[config.mk]
export PLATFORM = sky130hd
export DESIGN_NAME = bullet_control
export DESIGN_NICKNAME = d
export VERILOG_FILES = /design/src/rtl/bullet_control.sv
export SDC_FILE = /design/constraint.sdc
export NUM_CORES = 1
export LEC_CHECK = 0
export CAP_MARGIN = 20
export CORE_MARGIN = 5
export CORE_UTILIZATION = 50
export CTS_CLUSTER_SIZE = 16
export DETAILED_ROUTE_END_ITERATION = 6
export GPL_TIMING_DRIVEN = 0
export PLACE_DENSITY_LB_ADDON = 0.15
export SLEW_MARGIN = 20
export SYNTH_ARGS = -nofsm -noshare
export SYNTH_HDL_FRONTEND = slang
export SYNTH_SLANG_ARGS = --single-unit
[constraint.sdc]
create_clock -name clk -period 4.4 [get_ports clk]
set_input_delay 1.32 -clock clk [delete_from_list [all_inputs] [get_ports clk]]
set_output_delay 1.32 -clock clk [all_outputs]
set_load 0.01 [all_outputs]
[src/rtl/bullet_control.sv]
// Player bullet controller: spawns a bullet on a fire press, moves it up the
// screen on each tick, tests it against the enemy hitbox, and keeps score.
module bullet_control #(
  parameter logic [6:0] PLAYER_Y = 7'd112,
  parameter int         STEP     = 2,
  parameter int         ENEMY_W  = 8,
  parameter int         ENEMY_H  = 8,
  parameter int         COOLDOWN = 4
) (
  input  logic       clk,
  input  logic       resetn,
  input  logic       fire,
  input  logic       tick,
  input  logic [7:0] playerX,
  input  logic [7:0] enemyX,
  input  logic [6:0] enemyY,
  input  logic       enemyActive,
  output logic [7:0] bulletX,
  output logic [6:0] bulletY,
  output logic       bulletActive,
  output logic       collidedWithBullet,
  output logic [7:0] score,
  output logic       inUpdatePositionStateB
);

  typedef enum logic [2:0] {
    S_IDLE,
    S_LOAD,
    S_WAIT,
    S_MOVE,
    S_HIT,
    S_COOLDOWN
  } state_t;

  state_t     r_state;
  logic       r_fire_q;
  logic       r_armed;
  logic [7:0] r_bulletX;
  logic [6:0] r_bulletY;
  logic [7:0] r_score;
  logic [7:0] r_cd_cnt;

  logic       w_fire_edge;
  logic [8:0] w_x_hi;
  logic [7:0] w_y_hi;
  logic       w_hit;
  logic       w_expire;

  // Score increments stop at full scale instead of wrapping to zero.
  function automatic logic [7:0] sat_inc(input logic [7:0] s);
    sat_inc = (s == 8'hFF) ? s : s + 8'd1;
  endfunction

  // A fire level still held from before reset must be released once before
  // it can count as a press; r_armed records that release.
  assign w_fire_edge = fire & ~r_fire_q & r_armed;

  // Hitbox bounds are widened by one bit so an enemy near the right or
  // bottom edge cannot wrap around and match a bullet at the opposite edge.
  assign w_x_hi   = {1'b0, enemyX} + 9'(ENEMY_W - 1);
  assign w_y_hi   = {1'b0, enemyY} + 8'(ENEMY_H - 1);
  assign w_hit    = enemyActive
                  && (r_bulletX >= enemyX) && ({1'b0, r_bulletX} <= w_x_hi)
                  && (r_bulletY >= enemyY) && ({1'b0, r_bulletY} <= w_y_hi);
  assign w_expire = ({1'b0, r_bulletY} < 8'(STEP));

  // Bullet FSM with its position, score and cooldown registers.
  always_ff @(posedge clk) begin
    if (!resetn) begin
      r_state   <= S_IDLE;
      r_fire_q  <= 1'b0;
      r_armed   <= 1'b0;
      r_bulletX <= 8'd0;
      r_bulletY <= 7'd0;
      r_score   <= 8'd0;
      r_cd_cnt  <= 8'd0;
    end else begin
      r_fire_q <= fire;
      if (!fire) r_armed <= 1'b1;
      case (r_state)
        S_IDLE: begin
          if (w_fire_edge) r_state <= S_LOAD;
        end
        S_LOAD: begin
          r_bulletX <= playerX;
          r_bulletY <= PLAYER_Y;
          r_state   <= S_WAIT;
        end
        S_WAIT: begin
          if (tick) r_state <= S_MOVE;
        end
        S_MOVE: begin
          // Hit is checked first so a bullet touching the enemy on its last
          // row still scores rather than expiring.
          if (w_hit) begin
            r_state <= S_HIT;
          end else if (w_expire) begin
            r_bulletY <= 7'd0;
            r_cd_cnt  <= 8'd0;
            r_state   <= S_COOLDOWN;
          end else begin
            r_bulletY <= r_bulletY - 7'(STEP);
            r_state   <= S_WAIT;
          end
        end
        S_HIT: begin
          // Held until a tick so enemy control sees the collision on its
          // own update strobe.
          if (tick) begin
            r_score  <= sat_inc(r_score);
            r_cd_cnt <= 8'd0;
            r_state  <= S_COOLDOWN;
          end
        end
        S_COOLDOWN: begin
          if (tick) begin
            if (r_cd_cnt == 8'(COOLDOWN - 1)) r_state <= S_IDLE;
            else r_cd_cnt <= r_cd_cnt + 8'd1;
          end
        end
        default: r_state <= S_IDLE;
      endcase
    end
  end

  assign bulletX                = r_bulletX;
  assign bulletY                = r_bulletY;
  assign score                  = r_score;
  assign bulletActive           = (r_state == S_WAIT) || (r_state == S_MOVE)
                                || (r_state == S_HIT);
  assign collidedWithBullet     = (r_state == S_HIT);
  assign inUpdatePositionStateB = (r_state == S_MOVE);

endmodule

# --- Word level (Yosys, flattened, before mapping) ---
# Cells that the tools add are included.
classes:
  addsub: 5
  order_cmp: 5
  n_eq_ne: 15
  muxes: 17
  bitwise_logic: 4
  n_reduce_logical: 13
ops:
  columns: ["operator", "count"]
  rows:
  - ["8-bit 2-to-1 mux", 5]
  - ["8-bit one-hot mux with 3 select lines", 1]
  - ["3-bit 2-to-1 mux", 7]
  - ["3-bit one-hot mux with 6 select lines", 1]
  - ["8-bit by 1-bit adder with 8-bit output, second input constant", 2]
  - ["7-bit 2-to-1 mux", 2]
  - ["2-bit != test, second input constant", 7]
  - ["7-bit one-hot mux with 2 select lines", 1]
  - ["8-bit by 3-bit adder with 9-bit output, second input constant", 1]
  - ["8-bit by 9-bit less-or-equal comparator with 1-bit output", 1]
  - ["7-bit by 3-bit adder with 8-bit output, second input constant", 1]
  - ["8-bit by 2-bit == test with 1-bit output, second input constant", 1]
  - ["8-bit == test, second input constant", 1]
  - ["8-bit >= comparator", 1]
  - ["7-bit by 8-bit less-or-equal comparator with 1-bit output", 1]
  - ["7-bit >= comparator", 1]
  - ["7-bit by 2-bit less-than comparator with 1-bit output, second input constant", 1]
  - ["7-bit by 2-bit subtractor with 7-bit output, second input constant", 1]
  - ["3-bit by 2-bit == test with 1-bit output, second input constant", 2]
  - ["3-bit == test, second input constant", 2]
  - ["6-bit AND reduction", 1]
  - ["5-bit AND reduction", 1]
  - ["1-bit logical AND", 4]
  - ["3-bit by 1-bit == test with 1-bit output, second input constant", 1]
  - ["9 further kinds", 12]
word_totals:
  ff_bits: 36
  in_bits: 28
  out_inout_bits: 26

# --- Depth between registers and ports, before layout ---
logic_depth:
  depth_word: 7
  mapped_depth: 14
  mapped_depth_nobuf: 13

# --- Least setup slack after synthesis ---
# Ideal clock, no wire load.
synth_timing:
  path_type: "input -> register"
  startpoint: "input port enemyY[1]"
  endpoint: "register r_bulletY[5], in the netlist bulletY[5]"
  arrival_ns: 3.667
  required_ns: 4.326
  path_slack_ns: 0.659
  cell_stages: 11
  n_path_buf: 0
  path_cell_list: "or3_4 nand3_1 xnor2_1 ha_1 and4_1 a41o_1 a211o_1 o311ai_2 nor3_4 or4_1 a31oi_1"
synth_via:
  elab_chain_len: 5
  word_cells_on_any_way: 7
synth_rtl:
  columns: ["element", "line_no", "text"]
  rows:
  - ["start: declaration", "16", "input logic [6:0] enemyY,"]
  - ["7-bit by 3-bit adder with 8-bit output or 7-bit >= comparator (tied branches)", "61, 64", null]
  - ["7-bit by 8-bit less-or-equal comparator with 1-bit output or 1-bit logical AND (tied branches)", "64", "&& (r_bulletY >= enemyY) && ({1'b0, r_bulletY} <= w_y_hi);"]
  - ["1-bit logical AND *", "64", null]
  - ["2-bit != test (no line) *", null, null]
  - ["2-bit AND reduction (no line) *", null, null]
  - ["end signal: assignment", "102", "r_bulletY <= r_bulletY - 7'(STEP);"]
  - ["end: declaration", "39", "logic [6:0] r_bulletY;"]
# Every way passes the cells marked *; elsewhere a longest branch is shown, timed or not.
# A chain may end at the register's enable or synchronous reset.

# --- Worst setup path in the final report ---
layout_timing:
  startpoint: "input port enemyY[0]"
  endpoint: "register r_state[0]"
layout_via:
  elab_chain_len: 5
  word_cells_on_any_way: 7
layout_rtl:
  columns: ["element", "line_no", "text"]
  rows:
  - ["7-bit by 3-bit adder with 8-bit output or 7-bit >= comparator (tied branches)", "61, 64", null]
  - ["7-bit by 8-bit less-or-equal comparator with 1-bit output or 1-bit logical AND (tied branches)", "64", null]
  - ["1-bit logical AND *", "64", null]
  - ["3-bit 2-to-1 mux *", "95", "if (w_hit) begin"]
  - ["3-bit one-hot mux with 6 select lines *", "80", "case (r_state)"]
  - ["end signal: assignment", "82", "if (w_fire_edge) r_state <= S_LOAD;"]
  - ["end signal: assignment", "96", "r_state <= S_HIT;"]
  - ["end signal: assignment", "100", "r_state <= S_COOLDOWN;"]
  - ["end: declaration", "35", "state_t r_state;"]
# Marked as above.

==> results <==
- The number of nets handed over by synthesis was 386.
- The area of the core is 0.00514 mm².
- The run finished with clean final reports.
- The synthesized flop and latch total is 35.
- Of the cells placed in the final design, the portion with a size suffix greater than 1 is 0.0703.
- The number of global-route vias before repair came to 2,452.
- The clock-pin slew reported for the worst setup and hold paths after clock tree synthesis is 0.07 ns.
- The root buffer cell is clkbuf_8.
- The number of unique standard cell types used by synthesis is 64.
- The area of the die is 0.00690 mm².
- Buffers inserted to repair hold after CTS numbered 0.
- The width of the die is 83.1 µm.
- The post-CTS setup repair buffer count is 0.
- The DRC violation count after routing is 0.
- The critical path goes through clkdlybuf4s50_1 -> or3_4 -> nand3_1 -> xnor2_1 -> ha_1 -> a211o_1 -> a21oi_1 -> a211o_1 -> o311ai_2 -> nor3_4 -> buf_6 -> nor3_1 -> o311a_1.
- The total number of H-tree levels is 2.
- Entering global routing, the biggest net connects 13 pins.
- The final core area utilization is 0.657.
- The power density over the cells is 231 mW/mm².
- The critical path contains buffers and inverters numbering 2 combined.
- The transition at the pin with the smallest max-transition slack is 0.608 ns.
- The critical path's top delay family is compound AO/OA/AOI/OAI gates.
- The most numerous cell on the critical path is a211o_1.
- The layout overhead on the synthesized area is 26.6%.
- The final global-route overflow total is 0.
- In this run the static leakage power is 1.38 nW.
- The first-pass GRT wire length is 11,000 µm.
- Clock tree synthesis found a total of 35 sinks.
- The post-synthesis compound-gate area fraction is 0.188.
- The total cell area at the placement stage is 0.00327 mm².
- The post-synthesis sequential area ratio is 0.263.
- During I/O placement, the number of pins put on the boundary was 54.
- In the final routed layout, each cell accounts on average for 13.9 µm.
- The portion of the clock cycle consumed by the worst path in the final layout is 0.939.
- The post-synthesis async set-or-reset flop share is 0.
- In the synthesized netlist, the number of instances is 325.
- The dominant cell type by area after synthesis is dfxtp_1.
- With fillers left out, the area of the finished cells amounts to 0.00338 mm².
- Setup repair after global routing left no endpoint under its margin.
- The final-layout worst hold slack is 0.463 ns.
- STA classifies the critical path endpoint as a flip-flop.
- The basic-gate share of the synthesized area counting and, or, nand and nor cells is 0.239.
- The cell type of the slowest stage on the worst timing path is clkdlybuf4s50_1.
- The most used flip-flop cell after synthesis is dfxtp_1.
- Of the total synthesized cell area, the portion taken by full adders, half adders and majority gates is 0.155.
- For the finished layout, the period the worst path requires is 4.13 ns.
- The later-pin clock latency in the skew report is 0.29 ns.
- The total of fill cells in the finished design is 485.
- The final weighted congestion in routability-driven placement is 0.842.
- The number of gates resized after CTS was 0.
- The design draws 782 µW.
- Of the post-synthesis cell area, the dominant cell type holds 0.263.
- In this design, the stage delay of the slowest critical-path cell is 0.46 ns.
- The count of max-cap constraint violations is 0.
- The half-perimeter wire length after placement is 4920 µm.
- The worst-case clock buffer depth is 2.
- The data arrival time of the critical path is 4.31 ns.
- A synthesized cell averages 8.21 µm².
- The number of pins exceeding their max-slew limit in the final report is 0.
- For this run, the total global-route usage over all layers was measured as 0.186.
- By area the synthesized netlist is led by dfxtp_1 (26%), ha_1 (15%), nand2_1 (5.9%), xnor2_1 (3.9%), mux2i_1 (3.8%).
- The worst slew slack as a fraction of its limit is 0.593.
- The synthesized netlist occupies a cell area of 0.00267 mm².
- Yosys mapped a number of flops with a built-in enable equal to 0.
- The mux share of post-synthesis cell area is 0.0375.
- The worst setup path is launched from an input port.
- The CTS tree is yes.
- The detailed router finished its first iteration with 87 violations.
- The final hold violation count is 0.
- The via count is 2,489.
- The total of warnings raised by yosys is 0.
- The ratio of routed vias to standard cells is 5.48.
- The post-route clock skew is 0.00759 ns.
- The routed wire length is 6300 µm.
- Setup violations remaining at the end of the flow were counted as 0.
- The number of antenna violations at the first check in global routing is 0.
- The worst voltage drop across the vdd grid is 0.351 mV.
- The type of the setup path with the least slack is in2reg.
- Buffers placed on the I/O ports in this run total 51.
- The initialized floorplan defines 26 standard-cell rows.
- The number of clock buffers inserted by TritonCTS is 5.
- By area, the combinational part of the netlist is dominated by simple AND/OR/NAND/NOR gates.
- The layout net count is 444.
- The classification of the worst-slack hold path is reg2reg.
- The required time at the worst-slack endpoint is 4.57 ns.
- The pre-antenna-repair detailed-routing pass consisted of 4 iterations.
- The xor-xnor portion of the synthesized cell area is 0.0525.
- The maximum achievable frequency is 242 MHz.
- The total inserted antenna cells is 0.
- The largest fanout on the critical path is 10.
- The height of the die is 83.1 µm.
- The effective utilization at floorplan is 0.519.
- Once detail routing completed, the nets flagged for antenna violations numbered 0.
## layout make-up
cell class / instances / area, µm² / area share
plain buffers: 11 / 71.3 / 0.0211
clock buffers: 5 / 68.8 / 0.0204
inverters: 27 / 101 / 0.0300
repair buffers: 51 / 510 / 0.151
flip-flops and latches: 35 / 701 / 0.207
well taps: 70 / 87.6 / 0.0259
multi-input cells: 252 / 1800 / 0.531
clock inverters: 3 / 43.8 / 0.0130
## cells in the mapped netlist, types with 2 or more instances
master    number
o31a_1         2
xor2_1         4
clkbuf_1       5
mux2i_1       10
nand3_1       11
buf_6          2
o22ai_1        4
o21a_1         3
nor2_1        23
or4_1          2
o21ai_1        4
a21boi_1       4
inv_1         24
o211a_1        2
nor3_1         8
a21o_2         2
or3_1          5
nand4b_1       3
inv_2          2
a21oi_1       17
nand2b_1       5
a31oi_1        6
o21ai_0        4
a21boi_0       4
ha_1          33
xnor2_1       12
and2_1         2
a211o_1        2
nor2b_1        2
dfxtp_1       35
nand2_1       42
nand4_1        8
nor4_1         2
## placed cells by master, fill, tap and decap left out, types with 3 or more instances in the layout
cell type        count
a21boi_0             4
clkbuf_1             5
o21ai_1              4
a21boi_1             4
nand2_1             42
nor2_1              23
or3_1                5
xor2_1               4
inv_1               24
nand2b_1             5
ha_1                33
o22ai_1              4
nand4b_1             3
nor3_1               8
o21a_1               3
nand3_1             11
clkbuf_8             6
o21ai_0              4
a31oi_1              6
dfxtp_1             35
clkdlybuf4s50_1     51
nand4_1              8
mux2i_1             10
xnor2_1             12
a21oi_1             17
## logic make-up (layout without fill, tap and decap cells)
| kind of cell | count (synthesis) | after routing |
|---|---|---|
| AND/OR/NAND/NOR | 124 | 124 |
| AO/OA/AOI/OAI | 68 | 68 |
| buffers and inverters | 38 | 97 |
| flip-flops | 35 | 35 |
| adder cells (fa/ha/maj) | 33 | 33 |
| XOR/XNOR | 16 | 16 |
| multiplexers | 10 | 10 |
| other | 1 | 1 |
## worst paths after layout
path	start	end	slack (ns)	depth (start not counted)
setup / recovery	enemyY[0]	r_state[0]	0.27	13
hold reg to reg	r_armed	r_armed	0.46	2
hold / removal	r_armed	r_armed	0.46	2
setup reg to reg	bulletX[0]	bulletY[5]	1.79	9
## stage by stage
| stage | cells | setup TNS, ns | worst slack [ns] |
|---|---|---|---|
| after floorplan | 325 | 0 | 0.659 |
| after global placement | 446 | 0 | 0.0194 |
| after detailed placement | 446 | -0.0382 | -0.0335 |
| after CTS | 454 | 0 | 0.266 |
| after global routing | 454 | 0 | 0.105 |
| final | 454 | 0 | 0.269 |
## state kept, by name, indices dropped and copies added (netlist names)
signal    cells
r_state       3
r_armed       1
bulletX       8
bulletY       6
score         8
r_cd_cnt      8
r_fire_q      1
## layer usage
layer / wire length (µm) / track usage
met1: 2780 / 0.229
met4: 103 / 0.0654
met2: 3140 / 0.324
met3: 271 / 0.0347
met5: 0 / 0
## power by group
group	internal (mW)	switching [mW]	leakage [nW]
clock network	0.169	0.123	0.0581
registers	0.324	0.00922	0.283
logic	0.0798	0.0781	1.04
## tightest hold or removal path, stage by stage (launching register included)
cell and delay (ns):
dfxtp_1 0.31, inv_1 0.04, a21boi_0 0.06
Note: power is estimated with default switching activity, not from simulation.
